`src/rtl/booth_mac_pkg.sv`:
```
// Shared types and helpers for the Booth MAC sequencer.
// Holds the FSM state encoding, default widths, sign extension and the
// signed accumulator limit functions.
package booth_mac_pkg;

  localparam int unsigned DATA_W_DEF = 8;
  localparam int unsigned ACC_W_DEF  = 24;
  localparam int unsigned LEN_W_DEF  = 4;

  typedef enum logic [1:0] {
    ST_IDLE = 2'd0,
    ST_MUL  = 2'd1,
    ST_OUT  = 2'd2
  } state_e;

  // Sign-extend the low w bits of v to 64 bits; caller truncates to its width.
  function automatic logic signed [63:0] sign_ext(input logic [63:0] v, input int unsigned w);
    logic signed [63:0] t;
    t = signed'(v << (64 - w));
    return t >>> (64 - w);
  endfunction

  // Largest positive value of a w-bit signed number.
  function automatic logic signed [63:0] acc_max(input int unsigned w);
    return (64'sd1 <<< (w - 1)) - 64'sd1;
  endfunction

  // Most negative value of a w-bit signed number.
  function automatic logic signed [63:0] acc_min(input int unsigned w);
    return -(64'sd1 <<< (w - 1));
  endfunction

endpackage

```
`src/rtl/mac_acc_unit.sv`:
```
// Combinational accumulate step for the Booth MAC sequencer.
// Ports:
//   acc        current accumulator value
//   p          sign-extended product to add
//   first      1 when p opens a new frame (result is p, no overflow)
//   acc_next_c next accumulator value
//   ovf_c      signed overflow on this add
// Build option MAC_SAT_EN: clamp to the signed limits on overflow instead of
// wrapping modulo 2^ACC_W.
module mac_acc_unit
  import booth_mac_pkg::*;
#(
  parameter int unsigned ACC_W = ACC_W_DEF
) (
  input  logic signed [ACC_W-1:0] acc,
  input  logic signed [ACC_W-1:0] p,
  input  logic                    first,
  output logic signed [ACC_W-1:0] acc_next_c,
  output logic                    ovf_c
);

  logic signed [ACC_W-1:0] sum;

  // Overflow: both addends share a sign and the sum's sign differs from it.
  always_comb begin
    sum        = acc + p;
    acc_next_c = sum;
    ovf_c      = 1'b0;
    if (first) begin
      acc_next_c = p;
    end else if ((acc[ACC_W-1] == p[ACC_W-1]) && (sum[ACC_W-1] != p[ACC_W-1])) begin
      ovf_c = 1'b1;
`ifdef MAC_SAT_EN
      acc_next_c = p[ACC_W-1] ? ACC_W'(acc_min(ACC_W)) : ACC_W'(acc_max(ACC_W));
`endif
    end
  end

endmodule

```
`src/rtl/booth_mac_sequencer.sv`:
```
// Feeds signed operand pairs to an external Booth multiplier and accumulates
// the products into per-frame sums.
// Ports:
//   clk, rst_n                       clock, async active-low reset
//   op_valid/op_ready/op_a/op_b/op_last  operand stream; op_last closes a frame
//   mul_start_sig/mul_a/mul_b        request to the multiplier
//   mul_done_sig/mul_product         one-cycle completion with signed product
//   res_valid/res_ready              frame result handshake
//   res_sum/res_count/res_ovf/res_trunc  frame sum, terms, sticky overflow,
//                                    force-closed at maximum length
// Build option MAC_SAT_EN: saturating accumulation (see mac_acc_unit).
module booth_mac_sequencer
  import booth_mac_pkg::*;
#(
  parameter int unsigned DATA_W = DATA_W_DEF,
  parameter int unsigned ACC_W  = ACC_W_DEF,
  parameter int unsigned LEN_W  = LEN_W_DEF
) (
  input  logic                     clk,
  input  logic                     rst_n,
  input  logic                     op_valid,
  output logic                     op_ready,
  input  logic signed [DATA_W-1:0] op_a,
  input  logic signed [DATA_W-1:0] op_b,
  input  logic                     op_last,
  output logic                     mul_start_sig,
  output logic signed [DATA_W-1:0] mul_a,
  output logic signed [DATA_W-1:0] mul_b,
  input  logic                     mul_done_sig,
  input  logic signed [2*DATA_W-1:0] mul_product,
  output logic                     res_valid,
  input  logic                     res_ready,
  output logic signed [ACC_W-1:0]  res_sum,
  output logic [LEN_W-1:0]         res_count,
  output logic                     res_ovf,
  output logic                     res_trunc
);

  localparam logic [LEN_W-1:0] CNT_MAX = '1;

  state_e                   state_q, state_nxt;
  logic                     last_q, last_nxt;
  logic                     first_q, first_nxt;
  logic signed [ACC_W-1:0]  acc_q, acc_nxt;
  logic [LEN_W-1:0]         cnt_q, cnt_nxt;
  logic                     ovf_q, ovf_nxt;

  logic                     ready_nxt, start_nxt;
  logic signed [DATA_W-1:0] a_nxt, b_nxt;
  logic                     rv_nxt, ro_nxt, rt_nxt;
  logic signed [ACC_W-1:0]  rs_nxt;
  logic [LEN_W-1:0]         rc_nxt;

  logic signed [ACC_W-1:0]  p_c;
  logic signed [ACC_W-1:0]  acc_step_c;
  logic                     ovf_step_c;

  assign p_c = ACC_W'(sign_ext(64'(mul_product), 2 * DATA_W));

  mac_acc_unit #(
    .ACC_W (ACC_W)
  ) u_acc (
    .acc        (acc_q),
    .p          (p_c),
    .first      (first_q),
    .acc_next_c (acc_step_c),
    .ovf_c      (ovf_step_c)
  );

  // State and output registers.
  always_ff @(posedge clk or negedge rst_n) begin
    if (!rst_n) begin
      state_q       <= ST_IDLE;
      last_q        <= 1'b0;
      first_q       <= 1'b1;
      acc_q         <= '0;
      cnt_q         <= '0;
      ovf_q         <= 1'b0;
      op_ready      <= 1'b0;
      mul_start_sig <= 1'b0;
      mul_a         <= '0;
      mul_b         <= '0;
      res_valid     <= 1'b0;
      res_sum       <= '0;
      res_count     <= '0;
      res_ovf       <= 1'b0;
      res_trunc     <= 1'b0;
    end else begin
      state_q       <= state_nxt;
      last_q        <= last_nxt;
      first_q       <= first_nxt;
      acc_q         <= acc_nxt;
      cnt_q         <= cnt_nxt;
      ovf_q         <= ovf_nxt;
      op_ready      <= ready_nxt;
      mul_start_sig <= start_nxt;
      mul_a         <= a_nxt;
      mul_b         <= b_nxt;
      res_valid     <= rv_nxt;
      res_sum       <= rs_nxt;
      res_count     <= rc_nxt;
      res_ovf       <= ro_nxt;
      res_trunc     <= rt_nxt;
    end
  end

  // Next-state and next-output logic.
  always_comb begin
    state_nxt = state_q;
    last_nxt  = last_q;
    first_nxt = first_q;
    acc_nxt   = acc_q;
    cnt_nxt   = cnt_q;
    ovf_nxt   = ovf_q;
    start_nxt = mul_start_sig;
    a_nxt     = mul_a;
    b_nxt     = mul_b;
    rv_nxt    = res_valid;
    rs_nxt    = res_sum;
    rc_nxt    = res_count;
    ro_nxt    = res_ovf;
    rt_nxt    = res_trunc;

    case (state_q)
      ST_IDLE: begin
        if (op_valid && op_ready) begin
          a_nxt     = op_a;
          b_nxt     = op_b;
          last_nxt  = op_last;
          start_nxt = 1'b1;
          state_nxt = ST_MUL;
        end
      end
      ST_MUL: begin
        if (mul_done_sig) begin
          start_nxt = 1'b0;
          acc_nxt   = acc_step_c;
          cnt_nxt   = first_q ? LEN_W'(1) : cnt_q + LEN_W'(1);
          ovf_nxt   = first_q ? ovf_step_c : (ovf_q | ovf_step_c);
          first_nxt = 1'b0;
          if (last_q || (cnt_nxt == CNT_MAX)) begin
            state_nxt = ST_OUT;
            rv_nxt    = 1'b1;
            rs_nxt    = acc_step_c;
            rc_nxt    = cnt_nxt;
            ro_nxt    = ovf_nxt;
            rt_nxt    = !last_q;
          end else begin
            state_nxt = ST_IDLE;
          end
        end
      end
      ST_OUT: begin
        if (res_ready) begin
          rv_nxt    = 1'b0;
          first_nxt = 1'b1;
          state_nxt = ST_IDLE;
        end
      end
      default: state_nxt = ST_IDLE;
    endcase

    // Ready only in IDLE; rising one cycle after done keeps starts spaced apart.
    ready_nxt = (state_nxt == ST_IDLE);
  end

endmodule

```
`config.mk`:
```
export PLATFORM = sky130hd
export DESIGN_NAME = booth_mac_sequencer
export DESIGN_NICKNAME = d
export VERILOG_FILES = /design/src/rtl/booth_mac_pkg.sv /design/src/rtl/mac_acc_unit.sv /design/src/rtl/booth_mac_sequencer.sv
export SDC_FILE = /design/constraint.sdc
export NUM_CORES = 1
export LEC_CHECK = 0
export BUFFER_PORTS_ARGS = -buffer_cell sky130_fd_sc_hd__clkbuf_2
export CORE_ASPECT_RATIO = 0.5
export CORE_MARGIN = 2
export CORE_UTILIZATION = 50
export CTS_BUF_LIST = sky130_fd_sc_hd__clkbuf_16
export DETAILED_ROUTE_END_ITERATION = 6
export GPL_TIMING_DRIVEN = 0
export PLACE_DENSITY = 0.7
export SLEW_MARGIN = 15
export SYNTH_ARGS = -nofsm -noshare
export SYNTH_HDL_FRONTEND = slang
export SYNTH_SLANG_ARGS = --single-unit
export TNS_END_PERCENT = 50
```
`constraint.sdc`:
```
create_clock -name clk -period 5 [get_ports clk]
set_input_delay 0 -clock clk [delete_from_list [all_inputs] [get_ports clk]]
set_output_delay 0 -clock clk [all_outputs]
set_load 0.01 [all_outputs]
```
==> results.ini, run 1 <==
[cells_and_area]
drive_above_1_share = 0.2353
nNetsFinal = 670
final_cell_mix = 85 x clkbuf_2, 81 x dfrtp_1, 60 x nand2_1, 50 x o21ai_0, 39 x a21oi_1
area_growth_pct = 24.67
n_fill_cell = 750
mostFrequentLayoutCell = clkbuf_2
antennaDiodeCount = 0

[drt]
routed-via-count = 4104
drc_errors = 0
dr.pass1.iters = 5
first_iter_violations = 257
via_per_inst = 5.630
wl_um = 12420
ant_nets = 0
avgRoutedWirePerCell_um = 17.04

[power]
power_leakage_nw = 2.744
switching_share = 0.4298
vdd_drop_max_v = 0.0003297
power.density_nw_per_um2 = 657.7
combPwrFrac = 0.517
p_seq_frac = 0.306
p_int_w = 0.002179
p_switching_w = 0.001643
pwr-share-clk = 0.177

[global_routing]
track_usage = 0.2615
grt.overflow.total = 0
busiest_layer = met2
use_met1 = 0.3648
met2_usage = 0.4276
grtUsageMet3 = 0.06535
antenna_found_initial = 0
grt_pass1_wl_um = 20710
grt_max_degree = 48
grt_pass1_vias = 4082

[sta]
period_needed_ns = 3.024
slew_headroom = 0.3867
finalHoldViolCount = 0
rsz0062_at_grt = false
maxSlewViolCount = 0
setup_viol = 0
worstMarginPinSlew_ns = 0.9179
hold_slack_ns = 0.001688
fin_skew_ns = 0.005011
fmax_mhz = 330.7
tns_ns = 0
fin_crit_sh = 0.6048

[clock_tree]
clockRootBuffer = clkbuf_16
cts_resized = 0
cts_sinks = 82
htreeDepth = 3
clk-insertion-delay-late_ns = 0.34
clk_pin_slew_ns = 0.06
clock_path_buffers = 2
cts_buffers = 9
cts_tree = done

[synth]
syn_avg_cell_area_um2 = 9.610
syn_inst = 485
synthXorXnorAreaFrac = 0.04134
synth_top_family_by_area = compound AO/OA/AOI/OAI gates
ys_types = 58
synth.yosys.seq_area_share = 0.4405
synthFlopType = dfrtp_1
synth-edff-count = 0
synth_mux_area_frac = 0.05879
yosys_warnings = 0
synthAdderAreaFrac = 0.06872
synthSimpleGateAreaFrac = 0.1337
ys_ff_latch = 82
synth_compound_area_frac = 0.2209
syn_area_um2 = 4661
synthArstFlopShare = 1.000
syn_nets = 548

[placed_design]
globalplace.congestion = 0.9503
dpl.hpwl_um = 8881
io_buffers = 86

[floorplanning]
die-width_um = 140.5
die-area_um2 = 10160
core_um2 = 8889
start_util = 0.5244
io_pins = 87
fp-row-count = 24
fp.dieH_um = 72.27

[outcome]
status = complete, no violations

[min_path]
hold_depth = 3
hp-class = in -> reg
min_from = mul_product[0]
hold-path-endpoint = acc_q[0]

[critical_path]
cp_slowest_cell = a2111oi_2
critical-path-max-stage-delay_ns = 0.42
end_kind = flip-flop
r2r_slack_ns = 1.98
cp.arrival_ns = 3.24
cp-start-kind = flip-flop
worstPathMaxFanout = 5
reg2reg_to = res_sum[20]
worstSetupPathType = reg -> reg
reg2reg_depth = 11
rr_startpoint = acc_q[0]
crit_required_ns = 5.22
cp_cell_sequence = ha_1 -> inv_1 -> fa_1 -> and2b_1 -> o21ai_1 -> a21oi_1 -> o2111ai_1 -> a2111oi_2 -> nor3_2 -> xnor2_1 -> a221o_1

[flow_run]
cap_violations = 0

worst max-delay path by stage:
stage	slack (ns)	start	depth (start not counted)	end
final	1.98	acc_q[0]	11	res_sum[20]
after global routing	1.77	acc_q[0]	11	res_sum[20]
after CTS	1.99	acc_q[0]	11	res_sum[20]
after detailed placement	2.02	acc_q[0]	11	res_sum[20]
after global placement	2.06	acc_q[0]	11	res_sum[20]
after floorplan	2.39	acc_q[0]	11	acc_q[20]
worst max-delay path, delay by kind of cell (launching register included):
family	cells	cell delay [ns]
compound gates	5	1.44
xor+xnor	1	0.17
fa+ha+maj	2	0.56
buf+inv	1	0.07
flops	1	0.35
simple gates	2	0.31
cells by family (layout without fill, tap and decap cells):
group | after synthesis | in the layout
and+or+nand+nor | 136 | 136
xor gates and xnor gates | 22 | 22
buffers and inverters | 39 | 166
AOI/OAI and AO/OA | 156 | 156
muxes | 25 | 25
adders and majority gates | 25 | 25
DFF | 82 | 82
per-layer routing:
layer / vias to the layer above / part of all wire
met2: 116 / 0.45
met4: 0 / 0.0064
li1: 1989 / -
met5: - / 0
met1: 1990 / 0.48
met3: 9 / 0.064
synthesized netlist by cell type (all sizes together) (2+ instances only):
master | n | area, µm²
a2111oi | 2 | 30.03
a21o | 17 | 127.6
a21oi | 43 | 237.7
a221o | 3 | 30.03
a221oi | 6 | 70.07
a31oi | 6 | 58.80
buf | 5 | 40.04
clkbuf | 18 | 67.56
dfrtp | 81 | 2027
ha | 24 | 300.3
inv | 15 | 56.30
mux2 | 19 | 214.0
mux2i | 6 | 60.06
nand2 | 61 | 231.5
nand3 | 9 | 45.04
nand4 | 6 | 37.54
nor2 | 35 | 131.4
nor2b | 4 | 25.02
nor3 | 8 | 61.31
nor3b | 2 | 15.01
o2111ai | 2 | 23.77
o211ai | 2 | 15.01
o21ai | 56 | 280.3
o21bai | 3 | 22.52
o31a | 2 | 17.52
o31ai | 8 | 60.06
or2 | 2 | 12.52
or3 | 3 | 18.77
xnor2 | 9 | 78.83
xor2 | 13 | 113.9
state kept, by name, indices dropped and copies added, names as in the netlist:
signal	count
acc_q	24
res_sum	24
mul_a	8
mul_b	8
cnt_q	4
res_count	4
state_q	2
first_q	1
last_q	1
mul_start_sig	1
op_ready	1
ovf_q	1
res_ovf	1
res_trunc	1
res_valid	1
through the flow:
stage / util / worst slack (ns) / area [µm²] / instances / total power (W)
6_report: 0.6537 / 1.976 / 5811 / 729 / 0.003822
5_1_grt: 0.6537 / 1.775 / 5811 / 729 / 0.004117
4_1_cts: 0.6537 / 1.995 / 5811 / 729 / 0.003821
3_5_place_dp: 0.5926 / 2.024 / 5268 / 689 / 0.003110
3_3_place_gp: 0.5892 / 2.060 / 5238 / 688 / 0.003050
2_1_floorplan: - / 2.391 / 4661 / 485 / 0.002527
cell type report:
cell class,instances,area [µm²],share of cell area
buffer,23,107.6,0.01852
clock inverter,7,77.57,0.01335
multi-input combinational,364,2440,0.4199
clock buffer,9,225.2,0.03876
sequential,82,2053,0.3534
timing repair buffer,111,700.7,0.1206
tap,117,146.4,0.02519
inverter,16,60.06,0.01034
power groups by stage:
stage	clock (W)	combinational [W]	sequential, W
finish	0.000677	0.00198	0.00117
global route	0.000717	0.00219	0.00121
CTS	0.000685	0.00197	0.00117
detailed placement	0	0.00194	0.00117
floorplan	0	0.00130	0.00123
global placement	0	0.00189	0.00116
timing repair:
action | 4_1_cts | 5_1_grt
setup endpoints to repair | 0 | 0
endpoints found under the hold margin | 59 | 0
hold buffers | 24 | 0
setup buffers | 0 | 0
Note: power is estimated with default switching activity, not from simulation.
==> run 2, diff against run 1 <==
--- a/config.mk
+++ b/config.mk
@@ -12,7 +12,7 @@
 export CTS_BUF_LIST = sky130_fd_sc_hd__clkbuf_16
 export DETAILED_ROUTE_END_ITERATION = 6
 export GPL_TIMING_DRIVEN = 0
-export PLACE_DENSITY = 0.7
+export PLACE_DENSITY = 0.73
 export SLEW_MARGIN = 15
 export SYNTH_ARGS = -nofsm -noshare
 export SYNTH_HDL_FRONTEND = slang
==> constraint.sdc (replaced) <==
create_clock -name clk -period 2.5 [get_ports clk]
set_input_delay 0 -clock clk [delete_from_list [all_inputs] [get_ports clk]]
set_output_delay 0 -clock clk [all_outputs]
set_load 0.01 [all_outputs]
==> run 2 against run 1 <==
The run now ends with hold timing, setup timing left. First-iteration DRC count is 31% higher. Power is 120% higher. Wire length up 3.6%. Sequential power increased by 100%. Worst hold slack worse by 0.0067 ns. Critical path depth is the same. Sequential share of layout area shrank 2.0 points. Combinational power up 120%. Critical path type unchanged. Largest cell class unchanged. Largest power group unchanged.
==> results.ini, run 2 (synthesis results as in run 1) <==
[critical_path]
cp_cell_sequence = ha_2 -> inv_2 -> fa_2 -> and2b_1 -> o21ai_2 -> a21oi_4 -> o2111ai_4 -> a2111oi_4 -> nor3_2 -> xnor2_2 -> a221o_1
critical-path-max-stage-delay_ns = 0.36  ; -0.06 ns
cp.arrival_ns = 2.89  ; -0.35 ns
crit_family = compound AO/OA/AOI/OAI gates
end_kind = flip-flop
worstPathMaxFanout = 3  ; -2
crit_required_ns = 2.73  ; -2.49 ns
rr_startpoint = acc_q[0]
cp_slowest_cell = dfrtp_1
crit_path_start = acc_q[0]
cp-start-kind = flip-flop
worstSetupPathType = reg -> reg
critical_path_buf_inv_count = 1  ; unchanged

[clock_tree]
cts_tree = done
htreeDepth = 3  ; unchanged
cts_sinks = 82  ; unchanged
clock_path_buffers = 2  ; unchanged
clk-insertion-delay-late_ns = 0.35  ; about the same
clk_pin_slew_ns = 0.07  ; about the same
clockRootBuffer = clkbuf_16
cts_buffers = 9  ; unchanged

[min_path]
min_from = mul_product[0]
hp-class = in -> reg

[sta]
worstMarginPinSlew_ns = 0.7659  ; -0.1520 ns
slew_headroom = 0.4866  ; +0.09990
fmax_mhz = 375.4  ; +14%
period_needed_ns = 2.664  ; -0.3601 ns
fin_crit_sh = 1.066  ; +0.4608
hold_slack_ns = -0.005015  ; -0.006703 ns
rsz0062_at_grt = true
finalHoldViolCount = 2  ; +2
maxSlewViolCount = 0  ; unchanged
setup_viol = 8  ; +8
fin_ws_ns = -0.1640  ; -2.140 ns
fin_skew_ns = 0.01148  ; +0.006466 ns

[floorplanning]
io_pins = 87  ; unchanged
fp-row-count = 24  ; unchanged
core_um2 = 8889  ; unchanged
start_util = 0.5244  ; unchanged
die-area_um2 = 10160  ; unchanged
die-width_um = 140.5  ; unchanged
fp.dieH_um = 72.27  ; unchanged

[drt]
drc_errors = 0  ; unchanged
avgRoutedWirePerCell_um = 17.40  ; +2.1%
wl_um = 12880  ; +3.6%
routed-via-count = 4229  ; +3.0%
first_iter_violations = 336  ; +31%
dr.pass1.iters = 6  ; +1
ant_nets = 0  ; unchanged
via_per_inst = 5.715  ; +1.5%

[power]
vdd_drop_max_v = 0.0006984  ; +110%
p_seq_frac = 0.286  ; -0.020
power_leakage_nw = 2.844  ; +3.7%
p_switching_w = 0.003536  ; +120%
power.density_nw_per_um2 = 1338  ; +100%
combPwrFrac = 0.535  ; +0.018
switching_share = 0.4294  ; about the same
p_int_w = 0.004699  ; +120%
total_power_w = 0.008235  ; +120%
pwr-share-clk = 0.178  ; about the same

[placed_design]
dpl.hpwl_um = 8782  ; -1.1%
globalplace.congestion = 0.9972  ; +4.9%
placedCellCount = 689  ; unchanged
dp_slack_ns = -0.3074  ; -2.331 ns
io_buffers = 86  ; unchanged

[global_routing]
grt_pass1_wl_um = 20840  ; +0.64%
antenna_found_initial = 0  ; unchanged
track_usage = 0.2660  ; +0.004481
grt.overflow.total = 0  ; unchanged
grt_pass1_vias = 4130  ; +1.2%
grt_max_degree = 47  ; -2.1%

[cells_and_area]
mostFrequentLayoutCell = clkbuf_2
final_util = 0.6924  ; +0.03871
area_growth_pct = 32.05
final_cells = 740  ; +1.5%
drive_above_1_share = 0.3050  ; +0.06968
final_cell_mix = 89 x clkbuf_2, 81 x dfrtp_1, 60 x nand2_1, 47 x o21ai_0, 35 x nor2_1
multi_input_area_um2 = 2674  ; +9.6%
antennaDiodeCount = 0  ; unchanged
n_fill_cell = 673  ; -10%
reg_top3 = acc_q (24), res_sum (24)
register_area_um2 = 2053  ; unchanged
nNetsFinal = 681  ; +1.6%

[outcome]
violations = hold timing, setup timing
status = complete, but fails checks

[flow_run]
cap_violations = 0  ; unchanged

-- run 2: cell count changes in the layout (fill, tap and decap cells not counted), sizes merged --
cell | before | now
inv | 16 | 17
clkinv | 5 | 2
bufinv | 1 | 2
buf | 6 | 17
clkinvlp | 1 | 2
-- run 2: area by class of cell --
type / instances / area share
multi-input cells: 364 / 0.4344
flip-flops and latches: 82 / 0.3336
repair buffers: 122 / 0.1267
clock buffers: 9 / 0.03659
well taps: 117 / 0.02379
plain buffers: 23 / 0.01830
clock inverters: 7 / 0.01626
inverters: 16 / 0.01037
-- run 2: final timing paths --
path	to	slack [ns]	depth (start not counted)
max	res_sum[20]	-0.16	11
min	res_sum[0]	-0.005	3
max reg2reg	res_sum[20]	-0.16	11
min reg2reg	res_sum[5]	0.47	2
max in group asynchronous	res_sum[8]	1.58	3
min in group asynchronous	mul_b[5]	0.25	2
-- run 2: tightest hold or removal path, cell delays in order --
cell and delay, ns:
clkbuf_2 0.10, mux2i_1 0.08, o21ai_0 0.14
-- run 2: per-stage QoR --
step                area (µm²)  setup TNS [ns]
floorplan                 4679        -0.01857
global placement          5256          -3.197
detailed placement        5279          -3.777
CTS                       6021         -0.6184
global route              6155          -2.476
finish                    6155         -0.7070
-- run 2: metal layers --
metal,GRT usage,vias up,routed length [µm]
met5,0,-,0
met4,0.09000,0,228
met3,0.06865,24,811
met2,0.4428,148,6136
met1,0.3463,2044,5699
li1,-,2013,-
-- run 2: power by group through the flow --
stage               Clock (W)  Sequential (W)  Combinational [W]
detailed placement          0         0.00235            0.00388
global route          0.00154         0.00244            0.00485
global placement            0         0.00233            0.00379
finish                0.00147         0.00236            0.00441
CTS                   0.00148         0.00235            0.00418
floorplan                   0         0.00246            0.00262
-- run 2: what timing repair did --
item,4_1_cts,5_1_grt
resized for setup,26,21
setup buffers,8,3
setup endpoints to repair,32,41
pin swaps,17,13
hold buffers,24,0
endpoints found under the hold margin,70,0
==> run 3, diff against run 2 <==
--- a/config.mk
+++ b/config.mk
@@ -12,7 +12,7 @@
 export CTS_BUF_LIST = sky130_fd_sc_hd__clkbuf_16
 export DETAILED_ROUTE_END_ITERATION = 6
 export GPL_TIMING_DRIVEN = 0
-export PLACE_DENSITY = 0.73
+export PLACE_DENSITY = 0.7
 export SLEW_MARGIN = 15
 export SYNTH_ARGS = -nofsm -noshare
 export SYNTH_HDL_FRONTEND = slang
==> constraint.sdc (replaced) <==
create_clock -name clk -period 3.15 [get_ports clk]
set_input_delay 0 -clock clk [delete_from_list [all_inputs] [get_ports clk]]
set_output_delay 0 -clock clk [all_outputs]
set_load 0.01 [all_outputs]
==> run 3 against run 2 <==
The flow now finishes without violations. Setup slack improved by 0.37 ns. Register-to-register slack improved by 0.37 ns. Non-clock buffer count fell by 11. Fmax fell by 9.4%. Combinational power fell by 29%. Flip-flop and latch count did not move. Cell count fell by 1.5%. Clock power fell by 27%. Critical path depth did not move. Power fell by 26%.
==> results.ini, run 3 (synthesis results as in run 1) <==
[outcome]
status = complete, no violations

[sta]
tns_ns = 0  ; +0.7070 ns
fmax_mhz = 340.0  ; -9.4%
fin_skew_ns = 0.004757  ; -0.006719 ns
maxSlewViolCount = 0  ; unchanged
setup_viol = 0  ; -8
fin_crit_sh = 0.9336  ; -0.1320
slew_headroom = 0.3867  ; -0.09990
period_needed_ns = 2.941  ; +0.2769 ns
finalHoldViolCount = 0  ; -2
hold_slack_ns = 0.001858  ; +0.006873 ns
worstMarginPinSlew_ns = 0.9179  ; +0.1520 ns
rsz0062_at_grt = false
fin_ws_ns = 0.2091  ; +0.3731 ns

[power]
pwr-share-clk = 0.177  ; about the same
p_switching_w = 0.002608  ; -26%
p_seq_frac = 0.306  ; +0.020
p_int_w = 0.003460  ; -26%
power_leakage_nw = 2.744  ; -3.5%
vdd_drop_max_v = 0.0005232  ; -25%
combPwrFrac = 0.517  ; -0.018
power.density_nw_per_um2 = 1044  ; -22%
switching_share = 0.4298  ; about the same

[cells_and_area]
area_growth_pct = 24.75
mostFrequentLayoutCell = clkbuf_2
antennaDiodeCount = 0  ; unchanged
reg_top3 = acc_q (24), res_sum (24)
n_fill_cell = 750  ; +11%
stdcell_area_um2 = 5814  ; -5.5%
drive_above_1_share = 0.2369  ; -0.06805
nNetsFinal = 670  ; -1.6%
multi_input_area_um2 = 2444  ; -8.6%
final_cell_mix = 85 x clkbuf_2, 81 x dfrtp_1, 60 x nand2_1, 50 x o21ai_0, 38 x a21oi_1
register_area_um2 = 2053  ; unchanged
final_cells = 729  ; -1.5%

[floorplanning]
io_pins = 87  ; unchanged
core_um2 = 8889  ; unchanged
fp-row-count = 24  ; unchanged
fp.dieH_um = 72.27  ; unchanged
die-width_um = 140.5  ; unchanged
start_util = 0.5244  ; unchanged
die-area_um2 = 10160  ; unchanged

[critical_path]
cp_slowest_cell = a2111oi_2
cp-start-kind = flip-flop
cp.arrival_ns = 3.16  ; +0.27 ns
end_kind = flip-flop
critical-path-max-stage-delay_ns = 0.42  ; +0.06 ns
reg2reg_depth = 11  ; unchanged
rr_startpoint = acc_q[0]
worstPathMaxFanout = 5  ; +2
reg2reg_to = res_sum[20]
cp_cell_sequence = ha_1 -> inv_1 -> fa_1 -> and2b_1 -> o21ai_1 -> a21oi_2 -> o2111ai_1 -> a2111oi_2 -> nor3_2 -> xnor2_1 -> a221o_1
r2r_slack_ns = 0.21  ; +0.37 ns
worstSetupPathType = reg -> reg
crit_required_ns = 3.37  ; +0.64 ns

[drt]
ant_nets = 0  ; unchanged
via_per_inst = 5.617  ; -1.7%
first_iter_violations = 253  ; -25%
routed-via-count = 4095  ; -3.2%
dr.pass1.iters = 4  ; -2
drc_errors = 0  ; unchanged
wl_um = 12410  ; -3.6%
avgRoutedWirePerCell_um = 17.03  ; -2.1%

[min_path]
hp-class = in -> reg
hold_depth = 3  ; unchanged
min_from = mul_product[0]
hold-path-endpoint = acc_q[0]

[global_routing]
grt_pass1_wl_um = 20710  ; -0.63%
track_usage = 0.2615  ; -0.004481
grt_max_degree = 48  ; +2.1%
antenna_found_initial = 0  ; unchanged
grt.overflow.total = 0  ; unchanged
grt_pass1_vias = 4082  ; -1.2%

[clock_tree]
htreeDepth = 3  ; unchanged
cts_sinks = 82  ; unchanged
clockRootBuffer = clkbuf_16
cts_setup_buffers = 0  ; -8
cts_buffers = 9  ; unchanged
clk_pin_slew_ns = 0.06  ; about the same
clk-insertion-delay-late_ns = 0.34  ; about the same
cts_tree = done
clock_path_buffers = 2  ; unchanged

[placed_design]
io_buffers = 86  ; unchanged
dp_slack_ns = 0.1741  ; +0.4814 ns
placedCellCount = 689  ; unchanged
globalplace.congestion = 0.9503  ; -4.7%
post_dp_cell_area_um2 = 5268  ; -0.21%
dpl.hpwl_um = 8881  ; +1.1%

[flow_run]
cap_violations = 0  ; unchanged

==> run 3: cell count changes in the layout (fill, tap and decap cells not counted), moves of 3 or more <==
cell	previous run	this run
clkbuf_1	14	18
o21ai_0	47	50
o21ai_2	4	0
clkbuf_2	89	85
ha_1	18	24
a21oi_1	34	38
ha_2	4	0
buf_4	11	1
==> run 3: what timing repair did <==
item                       in CTS  in global routing
setup endpoints to repair       0                  2
hold endpoints to repair       59                  0
gates resized for setup         0                  1
hold buffers                   24                  0
==> run 3: worst max-delay path by stage <==
| stage | endpoint | slack (ns) | start | cells past startpoint |
|---|---|---|---|---|
| after global routing | res_sum[20] | 0.05 | acc_q[0] | 11 |
| final | res_sum[20] | 0.21 | acc_q[0] | 11 |
| after CTS | res_sum[20] | 0.14 | acc_q[0] | 11 |
| after global placement | res_sum[20] | 0.21 | acc_q[0] | 11 |
| after detailed placement | res_sum[20] | 0.17 | acc_q[0] | 11 |
| after floorplan | acc_q[20] | 0.54 | acc_q[0] | 11 |
==> run 3: power by group through the flow <==
stage / clock network, W / registers (W) / logic [W]
finish: 0.00107 / 0.00186 / 0.00314
global route: 0.00114 / 0.00192 / 0.00348
CTS: 0.00109 / 0.00185 / 0.00313
detailed placement: 0 / 0.00186 / 0.00307
global placement: 0 / 0.00184 / 0.00300
floorplan: 0 / 0.00195 / 0.00206
==> run 3: metal layers <==
metal	GRT usage	vias up	part of all wire
met4	0.04667	0	0.0064
met5	0	-	0
met1	0.3648	1988	0.49
met3	0.06535	9	0.060
li1	-	1989	-
met2	0.4276	109	0.45
==> run 3: cell type report <==
cell class | count | area share
multi-input cells | 364 | 0.4203
well taps | 117 | 0.02518
inverters | 16 | 0.01033
repair buffers | 111 | 0.1205
clock buffers | 9 | 0.03873
plain buffers | 23 | 0.01851
flip-flops and latches | 82 | 0.3531
clock inverters | 7 | 0.01334
==> run 3: through the flow <==
step | utilization | power [W]
6_report | 0.6541 | 0.006068
5_1_grt | 0.6541 | 0.006539
3_5_place_dp | 0.5926 | 0.004936
2_1_floorplan | - | 0.004011
3_3_place_gp | 0.5892 | 0.004841
4_1_cts | 0.6537 | 0.006065
==> run 3: worst max-delay path, delay by kind of cell, from the launching register on <==
kind	cells	cell delay, ns
compound gates	5	1.36
xor+xnor	1	0.17
fa+ha+maj	2	0.56
buf+inv	1	0.07
flops	1	0.35
simple gates	2	0.31
